===== src/rtl/rs_slot_scheduler_if.sv =====
`default_nettype none
// ============================================================================
// Module      : rs_slot_scheduler_if
// Description : Bundles the signals between the dual-issue ALU reservation
//               station slot scheduler and its neighbours. These are the
//               decode allocation lanes, the writeback tag broadcast, the two
//               ALU issue ports and the occupancy status.
//   master : decode / writeback / ALU side (drives requests, stalls, tags)
//   slave  : the scheduler (drives alloc_ok, slot IDs, issue selects, status)
// Revision    : 1.0 - initial release
// ============================================================================
interface rs_slot_scheduler_if #(
  parameter int TAG_W = 4
);
  // global enable and mispredict flush
  logic             rdy;
  logic             flush;

  // allocation lane 0
  logic             a0_valid;
  logic [TAG_W-1:0] a0_s1_tag;
  logic [TAG_W-1:0] a0_s2_tag;
  logic             a0_s1_rdy;
  logic             a0_s2_rdy;

  // allocation lane 1 (only meaningful together with lane 0)
  logic             a1_valid;
  logic [TAG_W-1:0] a1_s1_tag;
  logic [TAG_W-1:0] a1_s2_tag;
  logic             a1_s1_rdy;
  logic             a1_s2_rdy;

  // allocation response
  logic             alloc_ok;
  logic [2:0]       alloc_slot0;
  logic [2:0]       alloc_slot1;

  // writeback broadcast
  logic             wb_valid;
  logic [TAG_W-1:0] wb_tag;

  // issue ports
  logic             iss0_valid;
  logic             iss1_valid;
  logic [2:0]       iss0_slot;
  logic [2:0]       iss1_slot;
  logic             iss0_stall;
  logic             iss1_stall;

  // occupancy status
  logic [2:0]       free_cnt;
  logic             full;

  modport master (
    output rdy, flush,
    output a0_valid, a0_s1_tag, a0_s2_tag, a0_s1_rdy, a0_s2_rdy,
    output a1_valid, a1_s1_tag, a1_s2_tag, a1_s1_rdy, a1_s2_rdy,
    input  alloc_ok, alloc_slot0, alloc_slot1,
    output wb_valid, wb_tag,
    input  iss0_valid, iss1_valid, iss0_slot, iss1_slot,
    output iss0_stall, iss1_stall,
    input  free_cnt, full
  );

  modport slave (
    input  rdy, flush,
    input  a0_valid, a0_s1_tag, a0_s2_tag, a0_s1_rdy, a0_s2_rdy,
    input  a1_valid, a1_s1_tag, a1_s2_tag, a1_s1_rdy, a1_s2_rdy,
    output alloc_ok, alloc_slot0, alloc_slot1,
    input  wb_valid, wb_tag,
    output iss0_valid, iss1_valid, iss0_slot, iss1_slot,
    input  iss0_stall, iss1_stall,
    output free_cnt, full
  );
endinterface
`default_nettype wire


===== src/rtl/rs_slot_scheduler.sv =====
`default_nettype none
// ============================================================================
// Module      : rs_slot_scheduler
// Description : Six-entry reservation-station slot scheduler. Tracks per-slot
//               busy / operand-ready state, hands up to two free slot IDs to
//               decode per cycle, wakes operands on writeback tag match and
//               picks up to two ready slots (lowest index first) for the two
//               ALU issue ports. Slot ID 3'b111 means "no slot".
//   clk : clock
//   rst : synchronous active-high reset
//   bus : rs_slot_scheduler_if.slave (allocation lanes, writeback, issue
//         ports, free_cnt / full status)
// Revision    : 1.0 - initial release
// ============================================================================
module rs_slot_scheduler #(
  parameter int N_ENTRY = 6,
  parameter int TAG_W   = 4
) (
  input logic                clk,
  input logic                rst,
  rs_slot_scheduler_if.slave bus
);

  localparam logic [2:0] c_no_slot = 3'd7;

  // per-slot registered state
  logic [N_ENTRY-1:0] r_busy;
  logic [N_ENTRY-1:0] r_s1_rdy;
  logic [N_ENTRY-1:0] r_s2_rdy;
  logic [TAG_W-1:0]   r_s1_tag [N_ENTRY];
  logic [TAG_W-1:0]   r_s2_tag [N_ENTRY];

  logic [N_ENTRY-1:0] w_free;
  logic [N_ENTRY-1:0] w_ready;
  logic [2:0]         w_alloc_slot0;
  logic [2:0]         w_alloc_slot1;
  logic [2:0]         w_iss0_slot;
  logic [2:0]         w_iss1_slot;
  logic [2:0]         w_free_cnt;
  logic [1:0]         w_need;
  logic               w_alloc_ok;
  logic               w_iss0_valid;
  logic               w_iss1_valid;
  logic               w_leave0;
  logic               w_leave1;
  logic               w_wr0;
  logic               w_wr1;
  logic               w_a0_s1_rdy;
  logic               w_a0_s2_rdy;
  logic               w_a1_s1_rdy;
  logic               w_a1_s2_rdy;

  // Both vectors come from registered state only, so a slot freed or woken
  // this cycle is seen by allocation / select one cycle later.
  assign w_free  = ~r_busy;
  assign w_ready = r_busy & r_s1_rdy & r_s2_rdy;

  // Scanning from the top down and shifting each hit into the "first" slot
  // leaves the lowest index in *_slot0 and the second-lowest in *_slot1.
  always_comb begin
    w_alloc_slot0 = c_no_slot;
    w_alloc_slot1 = c_no_slot;
    w_iss0_slot   = c_no_slot;
    w_iss1_slot   = c_no_slot;
    w_free_cnt    = 3'd0;
    for (int i = N_ENTRY - 1; i >= 0; i--) begin
      if (w_free[i]) begin
        w_alloc_slot1 = w_alloc_slot0;
        w_alloc_slot0 = 3'(i);
      end
      if (w_ready[i]) begin
        w_iss1_slot = w_iss0_slot;
        w_iss0_slot = 3'(i);
      end
      w_free_cnt = w_free_cnt + {2'b00, w_free[i]};
    end
  end

  // All-or-nothing allocation; a lane-1-only request is rejected outright.
  assign w_need     = {1'b0, bus.a0_valid} + {1'b0, bus.a1_valid};
  assign w_alloc_ok = bus.rdy & ~bus.flush & ~(bus.a1_valid & ~bus.a0_valid)
                    & ({1'b0, w_need} <= w_free_cnt);
  assign w_wr0      = w_alloc_ok & bus.a0_valid;
  assign w_wr1      = w_alloc_ok & bus.a1_valid;

  // Same-cycle wakeup bypass into the allocating lanes.
  assign w_a0_s1_rdy = bus.a0_s1_rdy | (bus.wb_valid & (bus.a0_s1_tag == bus.wb_tag));
  assign w_a0_s2_rdy = bus.a0_s2_rdy | (bus.wb_valid & (bus.a0_s2_tag == bus.wb_tag));
  assign w_a1_s1_rdy = bus.a1_s1_rdy | (bus.wb_valid & (bus.a1_s1_tag == bus.wb_tag));
  assign w_a1_s2_rdy = bus.a1_s2_rdy | (bus.wb_valid & (bus.a1_s2_tag == bus.wb_tag));

  assign w_iss0_valid = (w_iss0_slot != c_no_slot) & bus.rdy & ~bus.flush;
  assign w_iss1_valid = (w_iss1_slot != c_no_slot) & bus.rdy & ~bus.flush;
  assign w_leave0     = w_iss0_valid & ~bus.iss0_stall;
  assign w_leave1     = w_iss1_valid & ~bus.iss1_stall;

  // Allocation only targets free slots while issue and wakeup only touch busy
  // ones, so the branches below never compete for the same slot. Flush wins
  // over the rdy enable so a mispredict is never lost while stalled. Tags
  // carry no reset: they are only looked at while the slot is busy.
  always_ff @(posedge clk) begin
    if (rst || bus.flush) begin
      r_busy   <= '0;
      r_s1_rdy <= '0;
      r_s2_rdy <= '0;
    end else if (bus.rdy) begin
      for (int i = 0; i < N_ENTRY; i++) begin
        if (w_wr0 && (w_alloc_slot0 == 3'(i))) begin
          r_busy[i]   <= 1'b1;
          r_s1_tag[i] <= bus.a0_s1_tag;
          r_s2_tag[i] <= bus.a0_s2_tag;
          r_s1_rdy[i] <= w_a0_s1_rdy;
          r_s2_rdy[i] <= w_a0_s2_rdy;
        end else if (w_wr1 && (w_alloc_slot1 == 3'(i))) begin
          r_busy[i]   <= 1'b1;
          r_s1_tag[i] <= bus.a1_s1_tag;
          r_s2_tag[i] <= bus.a1_s2_tag;
          r_s1_rdy[i] <= w_a1_s1_rdy;
          r_s2_rdy[i] <= w_a1_s2_rdy;
        end else if ((w_leave0 && (w_iss0_slot == 3'(i))) ||
                     (w_leave1 && (w_iss1_slot == 3'(i)))) begin
          r_busy[i]   <= 1'b0;
          r_s1_rdy[i] <= 1'b0;
          r_s2_rdy[i] <= 1'b0;
        end else if (r_busy[i] && bus.wb_valid) begin
          if (r_s1_tag[i] == bus.wb_tag) r_s1_rdy[i] <= 1'b1;
          if (r_s2_tag[i] == bus.wb_tag) r_s2_rdy[i] <= 1'b1;
        end
      end
    end
  end

  assign bus.alloc_ok    = w_alloc_ok;
  assign bus.alloc_slot0 = w_alloc_slot0;
  assign bus.alloc_slot1 = w_alloc_slot1;
  assign bus.iss0_valid  = w_iss0_valid;
  assign bus.iss1_valid  = w_iss1_valid;
  assign bus.iss0_slot   = w_iss0_slot;
  assign bus.iss1_slot   = w_iss1_slot;
  assign bus.free_cnt    = w_free_cnt;
  assign bus.full        = (w_free_cnt == 3'd0);

endmodule
`default_nettype wire

===== src/flat_wrapper.sv =====
// flat-port wrapper written by rule: the top's interface ports become plain ports
module rs_slot_scheduler_flat 
#(
  parameter int N_ENTRY = 6,
  parameter int TAG_W   = 4
)
  (clk, rst, bus_rdy, bus_flush, bus_a0_valid, bus_a0_s1_tag, bus_a0_s2_tag, bus_a0_s1_rdy, bus_a0_s2_rdy, bus_a1_valid, bus_a1_s1_tag, bus_a1_s2_tag, bus_a1_s1_rdy, bus_a1_s2_rdy, bus_alloc_ok, bus_alloc_slot0, bus_alloc_slot1, bus_wb_valid, bus_wb_tag, bus_iss0_valid, bus_iss1_valid, bus_iss0_slot, bus_iss1_slot, bus_iss0_stall, bus_iss1_stall, bus_free_cnt, bus_full);
  rs_slot_scheduler_if #(.TAG_W(TAG_W)) bus_i ();
  input logic clk;
  input logic rst;
  input wire logic [$bits(bus_i.rdy)-1:0] bus_rdy;
  input wire logic [$bits(bus_i.flush)-1:0] bus_flush;
  input wire logic [$bits(bus_i.a0_valid)-1:0] bus_a0_valid;
  input wire logic [$bits(bus_i.a0_s1_tag)-1:0] bus_a0_s1_tag;
  input wire logic [$bits(bus_i.a0_s2_tag)-1:0] bus_a0_s2_tag;
  input wire logic [$bits(bus_i.a0_s1_rdy)-1:0] bus_a0_s1_rdy;
  input wire logic [$bits(bus_i.a0_s2_rdy)-1:0] bus_a0_s2_rdy;
  input wire logic [$bits(bus_i.a1_valid)-1:0] bus_a1_valid;
  input wire logic [$bits(bus_i.a1_s1_tag)-1:0] bus_a1_s1_tag;
  input wire logic [$bits(bus_i.a1_s2_tag)-1:0] bus_a1_s2_tag;
  input wire logic [$bits(bus_i.a1_s1_rdy)-1:0] bus_a1_s1_rdy;
  input wire logic [$bits(bus_i.a1_s2_rdy)-1:0] bus_a1_s2_rdy;
  output wire logic [$bits(bus_i.alloc_ok)-1:0] bus_alloc_ok;
  output wire logic [$bits(bus_i.alloc_slot0)-1:0] bus_alloc_slot0;
  output wire logic [$bits(bus_i.alloc_slot1)-1:0] bus_alloc_slot1;
  input wire logic [$bits(bus_i.wb_valid)-1:0] bus_wb_valid;
  input wire logic [$bits(bus_i.wb_tag)-1:0] bus_wb_tag;
  output wire logic [$bits(bus_i.iss0_valid)-1:0] bus_iss0_valid;
  output wire logic [$bits(bus_i.iss1_valid)-1:0] bus_iss1_valid;
  output wire logic [$bits(bus_i.iss0_slot)-1:0] bus_iss0_slot;
  output wire logic [$bits(bus_i.iss1_slot)-1:0] bus_iss1_slot;
  input wire logic [$bits(bus_i.iss0_stall)-1:0] bus_iss0_stall;
  input wire logic [$bits(bus_i.iss1_stall)-1:0] bus_iss1_stall;
  output wire logic [$bits(bus_i.free_cnt)-1:0] bus_free_cnt;
  output wire logic [$bits(bus_i.full)-1:0] bus_full;
  assign bus_i.rdy = bus_rdy;
  assign bus_i.flush = bus_flush;
  assign bus_i.a0_valid = bus_a0_valid;
  assign bus_i.a0_s1_tag = bus_a0_s1_tag;
  assign bus_i.a0_s2_tag = bus_a0_s2_tag;
  assign bus_i.a0_s1_rdy = bus_a0_s1_rdy;
  assign bus_i.a0_s2_rdy = bus_a0_s2_rdy;
  assign bus_i.a1_valid = bus_a1_valid;
  assign bus_i.a1_s1_tag = bus_a1_s1_tag;
  assign bus_i.a1_s2_tag = bus_a1_s2_tag;
  assign bus_i.a1_s1_rdy = bus_a1_s1_rdy;
  assign bus_i.a1_s2_rdy = bus_a1_s2_rdy;
  assign bus_alloc_ok = bus_i.alloc_ok;
  assign bus_alloc_slot0 = bus_i.alloc_slot0;
  assign bus_alloc_slot1 = bus_i.alloc_slot1;
  assign bus_i.wb_valid = bus_wb_valid;
  assign bus_i.wb_tag = bus_wb_tag;
  assign bus_iss0_valid = bus_i.iss0_valid;
  assign bus_iss1_valid = bus_i.iss1_valid;
  assign bus_iss0_slot = bus_i.iss0_slot;
  assign bus_iss1_slot = bus_i.iss1_slot;
  assign bus_i.iss0_stall = bus_iss0_stall;
  assign bus_i.iss1_stall = bus_iss1_stall;
  assign bus_free_cnt = bus_i.free_cnt;
  assign bus_full = bus_i.full;
  rs_slot_scheduler #(.N_ENTRY(N_ENTRY), .TAG_W(TAG_W)) u_core (.clk(clk), .rst(rst), .bus(bus_i));
endmodule

===== config.mk =====
export PLATFORM = sky130hd
export DESIGN_NAME = rs_slot_scheduler_flat
export DESIGN_NICKNAME = d
export VERILOG_FILES = /design/src/rtl/rs_slot_scheduler_if.sv /design/src/rtl/rs_slot_scheduler.sv /design/src/flat_wrapper.sv
export SDC_FILE = /design/constraint.sdc
export NUM_CORES = 1
export LEC_CHECK = 0
export ABC_AREA = 1
export BUFFER_PORTS_ARGS = -buffer_cell sky130_fd_sc_hd__buf_2
export CORE_ASPECT_RATIO = 1.5
export CORE_UTILIZATION = 64
export CTS_CLUSTER_DIAMETER = 200
export CTS_CLUSTER_SIZE = 20
export DETAILED_ROUTE_END_ITERATION = 10
export PLACE_DENSITY = 0.82
export RECOVER_POWER = 25
export SYNTH_ARGS = -nofsm -noshare
export SYNTH_HDL_FRONTEND = slang
export SYNTH_SLANG_ARGS = --single-unit

===== constraint.sdc =====
create_clock -name clk -period 8.89 [get_ports clk]
set_clock_uncertainty 0.15 [all_clocks]
set_input_delay 1.3335 -clock clk [delete_from_list [all_inputs] [get_ports clk]]
set_output_delay 1.3335 -clock clk [all_outputs]
set_load 0.005 [all_outputs]

==> impl_results.md <==
* RD Place Congestion at 1.027
* Commonest non-fill, non-tap cell in the layout: nand2_1
* Final Max Tran Viols at 0
* Hold_ws at between 0.3 and 0.4 ns
* Initial Utilization at 0.6695
* CTS Buf Count at 9
* Post-Route WL at approximately 13,000 um
* Nets@finish at 692
* WS Path Type: flip-flop to output pin
* FF-to-FF path depth at 16
* Post-CTS Resized at 0
* DR pass1 iterations at 9
* Clock Path Buffers at 2
* Startpoint types: flip-flop
* Number of DRC markers in iteration 0 at 315
* Status: finished with violations
* Fin. Hold Viols at 0
* Clk sinks at 66
* HP Class: flip-flop to flip-flop
* Switching pwr at 177.4 uW
* Mapped Nets at about 650
* Logic gate share of total power at 0.112
* TritonCTS clock tree: done
* Diode count at 0
* M3 GR Usage at 0.05972
* DRC at 6
* Clock power share at 0.388
* Reg2reg setup slack at 3.96 ns
* Met1 Use GR at 0.3972
* CTS clk-pin slew, worst paths at 0.08 ns
* Post-DRT Antenna Nets at 0
* Required @ worst endpoint at 7.41 ns
* Part of the power in registers at 0.501
* Min-Delay Endpoint: u_core.r_s1_rdy[2]
* Final core occ at 0.7234
* Synth Register Bits at 66
* Vias at 4,315
* Mean Syn Cell Area at between 7 and 8 um2
* MaxCap Viol Count at 0
* Switching part of the total power at 0.2680
* Synth async-reset ratio at 0
* Antenna violations before repair at 0
* Largest net degree at the start of global routing at 19
* RR Startpoint: u_core.r_busy[4]
* Synth Cell Area at 4618 um2
* Core region area at 6898 um2
* Relative slew slack at 0.2802
* CP endpoint kind: output pin
* Routed wire per std cell at 17.48 um
* Mapped Cells at 610
* Post-CTS setup buffer count at 0
* Global-route usage over all layers at 0.3727
* First-pass GRT wire length at roughly 21,000 um
* Post-synthesis sequential area ratio at 0.3901
* Synth unique cells at 42
* GRT busiest layer: met2
* Setup tns final at 0 ns
* Final Cycle Share at 0.5709
* Final setup vio count at 0
* RSZ-0062 raised after global routing: no
* Met2 Resource Use GR at 0.6687
* Final HPWL DP at 10,130 um
* Ys Warns at 0
* Htree depth at 3
* Root buf cell: clkbuf_8
* Max frequency at roughly 200 MHz
* Vias in the first global route at 4,258
* Worst VDD drop at about 0.12 mV
* Num ports at 52
* Failing checks: design-rule violations
* Worst Hold Depth at 2
* Chip width at just over 70 um
* Die Area at 7567 um2
* Vias per cell at 5.887
* LEAKAGE at 0.002174 uW
* RR Endpoint: u_core.r_s2_tag[1][2]
* Die H at 106.0 um
* Tmin final at 5.076 ns
* Layout cell share with drive strength beyond 1 at 0.1389
* Row count at 37
* Area grow syn2layout at 8.047%
* Worst min-delay path startpoint: u_core.r_s1_rdy[2]
* WP data arrival at about 3.6 ns
* Measured slew at the worst slew-check pin at 1.068 ns
* EDFF count, synth at 48
* IO buf count at between 50 and 60
* Most frequent cells in the layout: nand2_1, inv_1, nor2_1, edfxtp_1, nand3_1
* GRT Residual Overflow at 0
* Total power at 662.0 uW
* PwrDens at about 130 nW/um2
* CP max FO at 6
* Hold Buf Count CTS at 0
* Worst-Skew Late Latency at 0.37 ns
* Synth Flop Type: edfxtp_1
* Internal Power at 484.6 uW
==> metrics by stage <==
stage	setup slack [ns]	std cells	area (um2)
final	3.814	733	4990
after global placement	4.086	717	4863
after global routing	3.544	733	4990
after floorplan	4.434	610	4618
after CTS	3.795	733	5057
after detailed placement	3.974	717	4863
==> logic make-up (layout without fill, tap and decap cells) <==
logic type	count (synthesis)	count (layout)	synth area share
xor gates and xnor gates	36	36	0.06827
and+or+nand+nor	297	297	0.2996
adders and majority gates	9	9	0.02926
DFF	66	66	0.3901
buffers and inverters	105	150	0.09184
AOI/OAI and AO/OA	97	97	0.1208
==> Yosys cell counts, types with 2 or more instances <==
master,count,area [um2]
o21ai_2,3,26.28
nor3_2,2,20.02
a211oi_1,2,15.01
nand4_1,14,87.58
nor3_1,10,50.05
fa_1,3,60.06
dfxtp_1,18,360.4
nand2_2,12,75.07
nand3_1,36,180.2
o21ai_0,22,110.1
xor2_1,14,122.6
xnor2_1,22,192.7
ha_1,6,75.07
nor2_2,3,18.77
buf_2,11,55.05
nor4_1,3,18.77
nor2_4,5,56.30
inv_1,70,262.8
a21oi_1,19,95.09
clkbuf_1,10,37.54
o211ai_1,3,22.52
a31oi_1,3,18.77
buf_6,2,22.52
inv_2,10,37.54
a221oi_1,3,26.28
and3_1,2,12.51
nand2_1,133,499.2
nor2_1,64,240.2
edfxtp_1,48,1441
o22ai_1,8,50.05
or2_2,3,18.77
o21ai_1,30,150.1
nand3_2,7,70.07
==> worst max-delay path by stage <==
stage	startpoint	endpoint
2_1_floorplan	u_core.r_busy[4]	bus_alloc_ok
3_3_place_gp	u_core.r_busy[4]	u_core.r_s1_tag[4][0]
3_5_place_dp	u_core.r_busy[4]	u_core.r_s1_tag[4][2]
4_1_cts	u_core.r_busy[4]	bus_alloc_ok
5_1_grt	u_core.r_busy[4]	bus_alloc_ok
6_report	u_core.r_busy[4]	bus_alloc_ok
==> power by group through the flow <==
stage	logic, uW	clock network, uW	registers [uW]
after global placement	71.6	0	338
final	73.9	257	331
after floorplan	47.8	0	338
after CTS	74.3	255	332
after global routing	81.7	267	332
after detailed placement	73.9	0	339
==> flip-flops by register name, indices dropped and copies added, names as in the netlist <==
register and count:
u_core.r_s2_rdy 6, u_core.r_s1_rdy 6, u_core.r_busy 6, u_core.r_s1_tag 24, u_core.r_s2_tag 24
==> per-layer routing <==
layer	wire, um	vias to the layer above
met5	0	-
met2	6813	155
li1	-	2099
met4	617	0
met3	613	40
met1	4772	2021
==> critical path: stages, from the launching register on <==
cell     delay, ns
dfxtp_1       0.42
inv_1         0.11
ha_1          0.32
fa_1          0.50
fa_1          0.45
fa_1          0.53
inv_1         0.05
ha_1          0.30
inv_1         0.06
nor2_1        0.03
o21ai_0       0.20
nand2_1       0.10
inv_1         0.06
buf_2         0.10
==> final cells by class <==
cell class                      instances  area [um2]
Fill cell                             568        1908
Clock inverter                          6       66.31
Clock buffer                           10       127.6
Tap cell                               78       97.59
Timing Repair Buffer                   52       246.5
Sequential cell                        66        1802
Multi-Input combinational cell        439        2341
Inverter                               82       309.0
(Power assumes the default switching activity.)
